File: src/rtl/mem_bank_arbiter_if.sv
// Requester and bank-side signal bundle for mem_bank_arbiter.
// Signal names carry the arbiter's point of view (_i into the arbiter, _o out of it).
interface mem_bank_arbiter_if #(
   parameter int unsigned NumReq    = 4,
   parameter int unsigned AddrWidth = 32,
   parameter int unsigned DataWidth = 64
);
   logic [NumReq-1:0]               req_i;
   logic [NumReq*AddrWidth-1:0]     addr_i;
   logic [NumReq-1:0]               we_i;
   logic [NumReq*(DataWidth/8)-1:0] be_i;
   logic [NumReq*DataWidth-1:0]     wdata_i;
   logic [NumReq-1:0]               gnt_o;
   logic [NumReq-1:0]               rvalid_o;
   logic [DataWidth-1:0]            rdata_o;
   logic                            bank_req_o;
   logic [AddrWidth-1:0]            bank_addr_o;
   logic                            bank_we_o;
   logic [DataWidth/8-1:0]          bank_be_o;
   logic [DataWidth-1:0]            bank_wdata_o;
   logic [DataWidth-1:0]            bank_rdata_i;

   modport slave (
      input  req_i, addr_i, we_i, be_i, wdata_i, bank_rdata_i,
      output gnt_o, rvalid_o, rdata_o, bank_req_o, bank_addr_o, bank_we_o, bank_be_o, bank_wdata_o
   );

   modport master (
      output req_i, addr_i, we_i, be_i, wdata_i, bank_rdata_i,
      input  gnt_o, rvalid_o, rdata_o, bank_req_o, bank_addr_o, bank_we_o, bank_be_o, bank_wdata_o
   );
endinterface

File: src/rtl/mem_bank_arbiter.sv
// Single-bank arbiter: bounded port-0 priority, round-robin among ports 1..NumReq-1,
// and a fixed-latency id pipeline that routes each response back to its issuing port.
module mem_bank_arbiter #(
   parameter int unsigned NumReq        = 4,
   parameter int unsigned AddrWidth     = 32,
   parameter int unsigned DataWidth     = 64,
   parameter int unsigned BankLatency   = 1,
   parameter int unsigned MaxPrioGrants = 4
) (
   input logic               clk_i,
   input logic               rst_ni,
   mem_bank_arbiter_if.slave bus
);
   localparam int unsigned IdW  = $clog2(NumReq);
   localparam int unsigned CntW = $clog2(MaxPrioGrants + 1);
   localparam int unsigned BeW  = DataWidth / 8;

   logic [IdW-1:0]                  rr_q, rr_d;
   logic [CntW-1:0]                 prio_cnt_q, prio_cnt_d;
   logic [BankLatency-1:0]          vld_q;
   logic [BankLatency-1:0][IdW-1:0] id_q;

   logic           others, prio_win, any_req;
   logic [IdW-1:0] rr_win, win;
   int unsigned    idx;

   assign others   = |bus.req_i[NumReq-1:1];
   // Outputs are forced idle while reset is held, even with requests pending.
   assign any_req  = rst_ni & (|bus.req_i);
   assign prio_win = bus.req_i[0] & (~others | (prio_cnt_q < CntW'(MaxPrioGrants)));

   // Walk offsets from farthest to nearest so the nearest requester at or after rr_q wins.
   always_comb begin
      rr_win = rr_q;
      idx    = 0;
      for (int unsigned i = 0; i < NumReq - 1; i++) begin
         idx = ((NumReq - 2 - i) + 32'(rr_q) - 1) % (NumReq - 1) + 1;
         if (bus.req_i[idx]) rr_win = IdW'(idx);
      end
   end

   assign win = prio_win ? '0 : rr_win;

   always_comb begin
      bus.gnt_o        = '0;
      bus.bank_req_o   = 1'b0;
      bus.bank_addr_o  = '0;
      bus.bank_we_o    = 1'b0;
      bus.bank_be_o    = '0;
      bus.bank_wdata_o = '0;
      if (any_req) begin
         bus.gnt_o        = NumReq'(1) << win;
         bus.bank_req_o   = 1'b1;
         bus.bank_addr_o  = bus.addr_i[win*AddrWidth +: AddrWidth];
         bus.bank_we_o    = bus.we_i[win];
         bus.bank_be_o    = bus.be_i[win*BeW +: BeW];
         bus.bank_wdata_o = bus.wdata_i[win*DataWidth +: DataWidth];
      end
   end

   always_comb begin
      rr_d       = rr_q;
      prio_cnt_d = prio_cnt_q;
      if (any_req && (win != '0)) begin
         rr_d       = (win == IdW'(NumReq - 1)) ? IdW'(1) : win + IdW'(1);
         prio_cnt_d = '0;
      end else if (!others) begin
         prio_cnt_d = '0;
      end else if (any_req && (prio_cnt_q != CntW'(MaxPrioGrants))) begin
         prio_cnt_d = prio_cnt_q + CntW'(1);
      end
   end

   always_ff @(posedge clk_i or negedge rst_ni) begin
      if (!rst_ni) begin
         rr_q       <= IdW'(1);
         prio_cnt_q <= '0;
         vld_q      <= '0;
         id_q       <= '0;
      end else begin
         rr_q       <= rr_d;
         prio_cnt_q <= prio_cnt_d;
         vld_q[0]   <= any_req;
         id_q[0]    <= win;
         for (int unsigned i = 1; i < BankLatency; i++) begin
            vld_q[i] <= vld_q[i-1];
            id_q[i]  <= id_q[i-1];
         end
      end
   end

   assign bus.rvalid_o = vld_q[BankLatency-1] ? (NumReq'(1) << id_q[BankLatency-1]) : '0;
   assign bus.rdata_o  = bus.bank_rdata_i;
endmodule
File: src/flat_wrapper.sv
// flat-port wrapper written by rule: the top's interface ports become plain ports
module mem_bank_arbiter_flat 
#(
   parameter int unsigned NumReq        = 4,
   parameter int unsigned AddrWidth     = 32,
   parameter int unsigned DataWidth     = 64,
   parameter int unsigned BankLatency   = 1,
   parameter int unsigned MaxPrioGrants = 4
)
  (clk_i, rst_ni, bus_req_i, bus_addr_i, bus_we_i, bus_be_i, bus_wdata_i, bus_bank_rdata_i, bus_gnt_o, bus_rvalid_o, bus_rdata_o, bus_bank_req_o, bus_bank_addr_o, bus_bank_we_o, bus_bank_be_o, bus_bank_wdata_o);
  mem_bank_arbiter_if #(.NumReq(NumReq), .AddrWidth(AddrWidth), .DataWidth(DataWidth)) bus_i ();
  input logic clk_i;
  input logic rst_ni;
  input wire logic [$bits(bus_i.req_i)-1:0] bus_req_i;
  input wire logic [$bits(bus_i.addr_i)-1:0] bus_addr_i;
  input wire logic [$bits(bus_i.we_i)-1:0] bus_we_i;
  input wire logic [$bits(bus_i.be_i)-1:0] bus_be_i;
  input wire logic [$bits(bus_i.wdata_i)-1:0] bus_wdata_i;
  input wire logic [$bits(bus_i.bank_rdata_i)-1:0] bus_bank_rdata_i;
  output wire logic [$bits(bus_i.gnt_o)-1:0] bus_gnt_o;
  output wire logic [$bits(bus_i.rvalid_o)-1:0] bus_rvalid_o;
  output wire logic [$bits(bus_i.rdata_o)-1:0] bus_rdata_o;
  output wire logic [$bits(bus_i.bank_req_o)-1:0] bus_bank_req_o;
  output wire logic [$bits(bus_i.bank_addr_o)-1:0] bus_bank_addr_o;
  output wire logic [$bits(bus_i.bank_we_o)-1:0] bus_bank_we_o;
  output wire logic [$bits(bus_i.bank_be_o)-1:0] bus_bank_be_o;
  output wire logic [$bits(bus_i.bank_wdata_o)-1:0] bus_bank_wdata_o;
  assign bus_i.req_i = bus_req_i;
  assign bus_i.addr_i = bus_addr_i;
  assign bus_i.we_i = bus_we_i;
  assign bus_i.be_i = bus_be_i;
  assign bus_i.wdata_i = bus_wdata_i;
  assign bus_i.bank_rdata_i = bus_bank_rdata_i;
  assign bus_gnt_o = bus_i.gnt_o;
  assign bus_rvalid_o = bus_i.rvalid_o;
  assign bus_rdata_o = bus_i.rdata_o;
  assign bus_bank_req_o = bus_i.bank_req_o;
  assign bus_bank_addr_o = bus_i.bank_addr_o;
  assign bus_bank_we_o = bus_i.bank_we_o;
  assign bus_bank_be_o = bus_i.bank_be_o;
  assign bus_bank_wdata_o = bus_i.bank_wdata_o;
  mem_bank_arbiter #(.NumReq(NumReq), .AddrWidth(AddrWidth), .DataWidth(DataWidth), .BankLatency(BankLatency), .MaxPrioGrants(MaxPrioGrants)) u_core (.clk_i(clk_i), .rst_ni(rst_ni), .bus(bus_i));
endmodule
File: config.mk
export PLATFORM = sky130hd
export DESIGN_NAME = mem_bank_arbiter_flat
export DESIGN_NICKNAME = d
export VERILOG_FILES = /design/src/rtl/mem_bank_arbiter_if.sv /design/src/rtl/mem_bank_arbiter.sv /design/src/flat_wrapper.sv
export SDC_FILE = /design/constraint.sdc
export NUM_CORES = 1
export LEC_CHECK = 0
export CORE_AREA = 2 2 256 258
export CTS_BUF_LIST = sky130_fd_sc_hd__clkbuf_8 sky130_fd_sc_hd__clkbuf_16
export DETAILED_ROUTE_END_ITERATION = 7
export DIE_AREA = 0 0 258 260
export GPL_TIMING_DRIVEN = 0
export MAX_ROUTING_LAYER = met4
export REMOVE_ABC_BUFFERS = 1
export SETUP_SLACK_MARGIN = 0.2
export SLEW_MARGIN = 15
export SYNTH_ARGS = -nofsm -noshare
export SYNTH_HDL_FRONTEND = slang
export SYNTH_SLANG_ARGS = --single-unit
File: constraint.sdc
create_clock -name clk_i -period 4.14 [get_ports clk_i]
set_clock_uncertainty 0.2 [all_clocks]
set_input_delay 0.828 -clock clk_i [delete_from_list [all_inputs] [get_ports clk_i]]
set_output_delay 0.828 -clock clk_i [all_outputs]
set_load 0.01 [all_outputs]
## Word-level counts from Yosys, hierarchy flattened

Index checks and enable logic that the tools add are counted.

| storage, ports and cells | value |
|---|---|
| word-level logic and storage cells | 62 |
| input port bits | 490 |
| register bits after elaboration | 8 |
| output and inout bits | 178 |

| cells by class | value |
|---|---|
| shift-type cells | 5 |
| multiplexer cells | 23 |
| $lt $le $gt $ge | 5 |
| divide/modulo/power cells | 3 |
| equal/unequal tests | 3 |
| reductions and logical operators | 5 |
| add/sub/neg operators | 10 |
| bitwise logic cells | 4 |

Operators with widths:

| cell | count |
|---|---|
| $shiftx 256x9->64 | 1 |
| $shiftx 128x8->32 | 1 |
| $add 32x1->32 const B | 3 |
| $lt 32x3->1 const B | 3 |
| $mod 32x2->32 const B | 3 |
| $mux 64 | 1 |
| $sub 32x1->32 const B | 2 |
| $mux 32 | 1 |
| $shiftx 32x6->8 | 1 |
| $mux 2 | 5 |
| $mux 3 | 3 |
| $bmux 1 s2 | 4 |
| $mux 4 | 2 |
| $mux 8 | 1 |
| $shl 1x2->4 const A | 2 |
| $mux 1 | 6 |
| $ne 3x3->1 const B | 2 |
| $reduce_or 4->1 | 1 |
| $add 1x2->3 const A | 1 |
| $add 2x2->3 const A | 1 |
| $add 3x1->3 const B | 1 |
| $lt 2x3->1 const B | 1 |
| $lt 3x3->1 const B | 1 |
| $reduce_or 3->1 | 1 |
| other kinds (8) | 10 |

## Depth between registers and ports, before layout

| logic depth | value |
|---|---|
| word-level depth | 13 |
| gate-level depth with buffers | 13 |
| gate-level depth less buffers | 11 |

## Least setup slack after synthesis

Ideal clock, no wire load.

| path | value |
|---|---|
| path kind | register to output |
| from | register u_core.rr_q[0] |
| to | output bus_gnt_o[1] |
| data required time | 3.112 ns |
| path buffers | 4 |
| slack | 0.458 ns |
| data arrival time | 2.654 ns |
| stages on the path, launching flop included | 13 |
| cell sequence | dfstp_2 inv_1 ha_1 buf_6 mux4_2 a211o_1 o2111ai_1 buf_6 buf_12 buf_8 inv_2 ha_1 and2_1 |

| between the ends | value |
|---|---|
| longest elaborated chain between the ends | 12 |
| elaborated cells between the ends (all ways) | 23 |
| those cells by class | 8 x add/sub; 3 x div; 1 x shift; 11 x mux |

RTL lines:

| item | line | RTL |
|---|---|---|
| start, declared | mem_bank_arbiter.sv:18 | `logic [IdW-1:0] rr_q, rr_d;` |
| start signal, assigned | mem_bank_arbiter.sv:76 | `rr_q <= IdW'(1);` |
| start signal, assigned | mem_bank_arbiter.sv:81 | `rr_q <= rr_d;` |
| $add 2x2->3 | mem_bank_arbiter.sv:37 | `idx = ((NumReq - 2 - i) + 32'(rr_q) - 1) % (NumReq - 1) + 1;` |
| $sub 32x1->32 | mem_bank_arbiter.sv:37 |  |
| $mod 32x2->32 | mem_bank_arbiter.sv:37 |  |
| $add 32x1->32 | mem_bank_arbiter.sv:37 |  |
| $bmux 1 s2 | mem_bank_arbiter.sv:38 | `if (bus.req_i[idx]) rr_win = IdW'(idx);` |
| $mux 1 (not written as such) | mem_bank_arbiter.sv:38 |  |
| $mux 2 (2 in a row) | mem_bank_arbiter.sv:38 |  |
| $mux 2 * | mem_bank_arbiter.sv:38 |  |
| $mux 2 * | mem_bank_arbiter.sv:42 | `assign win = prio_win ? '0 : rr_win;` |
| via u_core.win[0] | mem_bank_arbiter.sv:24 | `logic [IdW-1:0] rr_win, win;` |
| $shl 1x2->4 * | mem_bank_arbiter.sv:52 | `bus.gnt_o = NumReq'(1) << win;` |
| $mux 4 * | mem_bank_arbiter.sv:51 | `if (any_req) begin` |
| end, declared | flat_wrapper.sv:20 | `output wire logic [$bits(bus_i.gnt_o)-1:0] bus_gnt_o;` |

Mark *: on every way through the listed nets, which the timed path passes. The rest lies on a longest branch. The select of a mux whose other input is x is not followed.

## Worst setup path after layout

| path | value |
|---|---|
| from | input bus_req_i[1] |
| to | output bus_bank_addr_o[0] |

| between the ends | value |
|---|---|
| longest elaborated chain between the ends | 8 |
| elaborated cells between the ends (all ways) | 18 |
| those cells by class | 1 x shift; 11 x mux; 4 x bitwise; 2 x reduce/logical |

RTL lines:

| item | line | RTL |
|---|---|---|
| start, declared | flat_wrapper.sv:14 | `input wire logic [$bits(bus_i.req_i)-1:0] bus_req_i;` |
| $bmux 1 s2 | mem_bank_arbiter.sv:38 |  |
| $mux 1 (not written as such) | mem_bank_arbiter.sv:38 |  |
| $mux 2 (3 in a row) | mem_bank_arbiter.sv:38 |  |
| $mux 2 | mem_bank_arbiter.sv:42 |  |
| $shiftx 128x8->32 | mem_bank_arbiter.sv:54 | `bus.bank_addr_o = bus.addr_i[win*AddrWidth +: AddrWidth];` |
| $mux 32 * | mem_bank_arbiter.sv:51 |  |
| end, declared | flat_wrapper.sv:24 | `output wire logic [$bits(bus_i.bank_addr_o)-1:0] bus_bank_addr_o;` |

Every way passes the cells marked *; elsewhere a longest branch is shown, timed or not. The select of a mux whose other input is x is not followed.

==> results.sh <==
export IMPL_ir_drop_uv=232.5
export IMPL_path_common_cell="buf_16"
export IMPL_synth_edf_count=0
export IMPL_placedCellCount=1802
export IMPL_clk_pin_slew_worst_paths_ns=0.04
export IMPL_die_height_um=260
export IMPL_gp_congestion=0.7963
export IMPL_die_width_um=258
export IMPL_dp_hpwl_um=31230
export IMPL_fmax_mhz=219.3
export IMPL_whs_ns=0.3706
export IMPL_row_count=93
export IMPL_power_mw=7.447
export IMPL_numCtsBuffers=3
export IMPL_grt_pass1_vias=7247
export IMPL_worst_slew_pin_slew_ns=0.4925
export IMPL_yosys_area_top_type_share=0.4101
export IMPL_firstDrtPassIters=4
export IMPL_synth_warnings=0
export IMPL_violations="setup timing"
export IMPL_dr_first_iter_drc_count=198
export IMPL_die_area_sq_um=67080
export IMPL_start_kind="input port"
export IMPL_syn_cell_area_sq_um=5296
export IMPL_end_kind="output pin"
export IMPL_period_share=1.101
export IMPL_synth_most_common_cell="mux2i_1"
export IMPL_ys_seq_area_frac=0.03803
export IMPL_slew_violations=0
export IMPL_initial_core_util=0.08261
export IMPL_gr_usage_all_layers=0.1255
export IMPL_cp_slowest_stage_delay_ns=0.48
export IMPL_finalHoldViolCount=0
export IMPL_period_needed_ns=4.560
export IMPL_slew_headroom=0.6714
export IMPL_cts_max_path_buffers=2
export IMPL_synth_distinct_cells=40
export IMPL_grt_setup_unrepaired="true"
export IMPL_cp_required_ns=3.11
export IMPL_fin_ws_ns=-0.4195
export IMPL_layout_nets=1573
export IMPL_finalNonFillerCells=1939
export IMPL_vias=6836
export IMPL_wire_per_inst_um=23.41
export IMPL_synth_main_ff_cell="dfrtp_1"
export IMPL_maxCapViolations=0
export IMPL_synthCells=505
export IMPL_synth_seq_cells=8
export IMPL_leakage_nw=5.237
export IMPL_cts_sinks=8
export IMPL_worstPathCellList="dlygate4sd2_1 -> mux4_2 -> a211o_1 -> o2111ai_4 -> buf_16 -> buf_16 -> buf_16 -> buf_16 -> buf_16 -> buf_16 -> buf_12 -> buf_8 -> mux2i_4 -> o22ai_2 -> buf_2"
export IMPL_status="complete, but fails checks"
export IMPL_crit_arrival_ns=3.53
export IMPL_areaGrowthSynthToFinish_pct=151.0
export IMPL_hold_path_class="reg2reg"
export IMPL_ys_top_cells_by_count="mux2i_1 (217), o22ai_2 (100), buf_4 (67)"
export IMPL_avgSynthCellArea_sq_um=10.49
export IMPL_cts_root_buf="clkbuf_16"
export IMPL_antenna_found_initial=19
export IMPL_drcViolationCount=0
export IMPL_grt_max_degree=27
export IMPL_finalSetupViolCount=96
export IMPL_synth_area_leader_cell="mux2i_1"
export IMPL_crit_type="in2out"
export IMPL_power_density_nw_per_um2=560.2
export IMPL_insertion_delay_ns=0.24
export IMPL_crit_buf_inv=10
export IMPL_wl_um=45400
export IMPL_avgViaCountPerCell=3.526
export IMPL_cts_hold_buffers=0
export IMPL_numPortBuffers=539
export IMPL_antenna_left=0
export IMPL_cts_tree="yes"
export IMPL_critPathTopFamily="buffers and inverters"
export IMPL_grt_first_pass_wirelength_um=56700
export IMPL_h_tree_depth=1
export IMPL_cp_max_fo=5
export IMPL_tns_ns=-23.81
export IMPL_slowest_stage="mux4_2"
export IMPL_synth_area_leaders="mux2i_1 (41%), o22ai_2 (24%), buf_4 (9.5%), buf_12 (6.8%), dfrtp_1 (3.3%)"
export IMPL_drive_gt1_frac=0.4375
export IMPL_coreArea_sq_um=64120
export IMPL_synthArstFlopShare=1.000
export IMPL_num_io_pins=668
export IMPL_overflow=0
## state kept, by name (all words and copies together), names as in the netlist
signal,flops
u_core.id_q,2
u_core.prio_cnt_q,3
u_core.vld_q,1
u_core.rr_q,2
## cell type report
type,count,area [sq um]
fillers,6905,50820
well taps,855,1070
inverters,8,56.30
repair buffers,662,6898
diodes,12,30.03
flip-flops and latches,8,201.4
clock buffers,3,75.07
clock inverters,1,3.754
multi-input cells,390,4959
## metal layers
| layer | vias up | track usage | wire length [um] |
|---|---|---|---|
| met2 | 563 | 0.1934 | 20000 |
| li1 | 3051 | - | - |
| met4 | 0 | 0.01317 | 539 |
| met1 | 3199 | 0.1401 | 19080 |
| met5 | - | - | 0 |
| met3 | 23 | 0.08070 | 5778 |
## path summary, 6_finish.rpt
kind,start,endpoint,slack (ns),depth (start not counted)
worst min register to register,u_core.prio_cnt_q[1],u_core.prio_cnt_q[1],0.37,2
max in group asynchronous,rst_ni,u_core.rr_q[0],2.97,1
worst max register to register,u_core.rr_q[0],u_core.prio_cnt_q[2],1.06,14
min in group asynchronous,rst_ni,u_core.id_q[1],0.44,1
worst min-delay path,u_core.prio_cnt_q[1],u_core.prio_cnt_q[1],0.37,2
worst max-delay path,bus_req_i[1],bus_bank_addr_o[0],-0.42,15
## report_power, final
part	internal, mW	leakage (nW)	switching [mW]	total [mW]
Clock	0.126	0.0424	0.0441	0.170
Combinational	4.06	5.10	3.08	7.13
Sequential	0.110	0.0996	0.0318	0.141
Total	4.29	5.24	3.16	7.45
## worst register-to-register path: stages, from the launching register on
cell and delay, ns:
dfstp_2 0.53, inv_2 0.05, buf_4 0.13, ha_2 0.21, mux2i_1 0.14, buf_4 0.14, mux2_2 0.26, a211o_1 0.32
a41o_4 0.27, clkinv_8 0.07, buf_4 0.12, buf_4 0.12, ha_4 0.12, o21ai_0 0.13, nor3_1 0.20
## layout by cell type (no fill, tap or decap), drive strengths merged, types with 2 or more instances in the layout
master	count
dlygate4sd2	2
a21oi	3
and2	5
a21bo	2
mux2i	217
inv	7
clkdlybuf4s50	434
clkbuf	3
nand2	20
ha	10
a211o	2
buf	224
dfrtp	7
nor2	6
o21ai	4
mux2	3
clkdlybuf4s15	2
diode	12
o22ai	105
## cell families after synthesis
family / Yosys count / share of synthesized area
adder cells (fa/ha/maj): 10 / 0.02362
flip-flops: 8 / 0.03804
XOR/XNOR: 1 / 0.001654
AND/OR/NAND/NOR: 27 / 0.03166
AO/OA/AOI/OAI: 119 / 0.2629
buffers and inverters: 119 / 0.2214
multiplexers: 221 / 0.4207
## through the flow
| step | util | cell area (sq um) | setup WS (ns) |
|---|---|---|---|
| detailed placement | 0.1719 | 11020 | -1.683 |
| global route | 0.2073 | 13290 | -0.5052 |
| CTS | 0.1988 | 12750 | -0.4627 |
| floorplan | - | 4155 | -14.58 |
| global placement | 0.1656 | 10620 | -24.86 |
| finish | 0.2073 | 13290 | -0.4195 |
## repair_timing
item | CTS | global route
setup endpoints to repair | 109 | 109
gates resized for setup | 597 | 89
cloned | 26 | 4
setup buffers | 87 | 5
pin swaps | 50 | 4
hold endpoints to repair | 0 | 0
No activity file was read; power rests on OpenSTA's default activity.
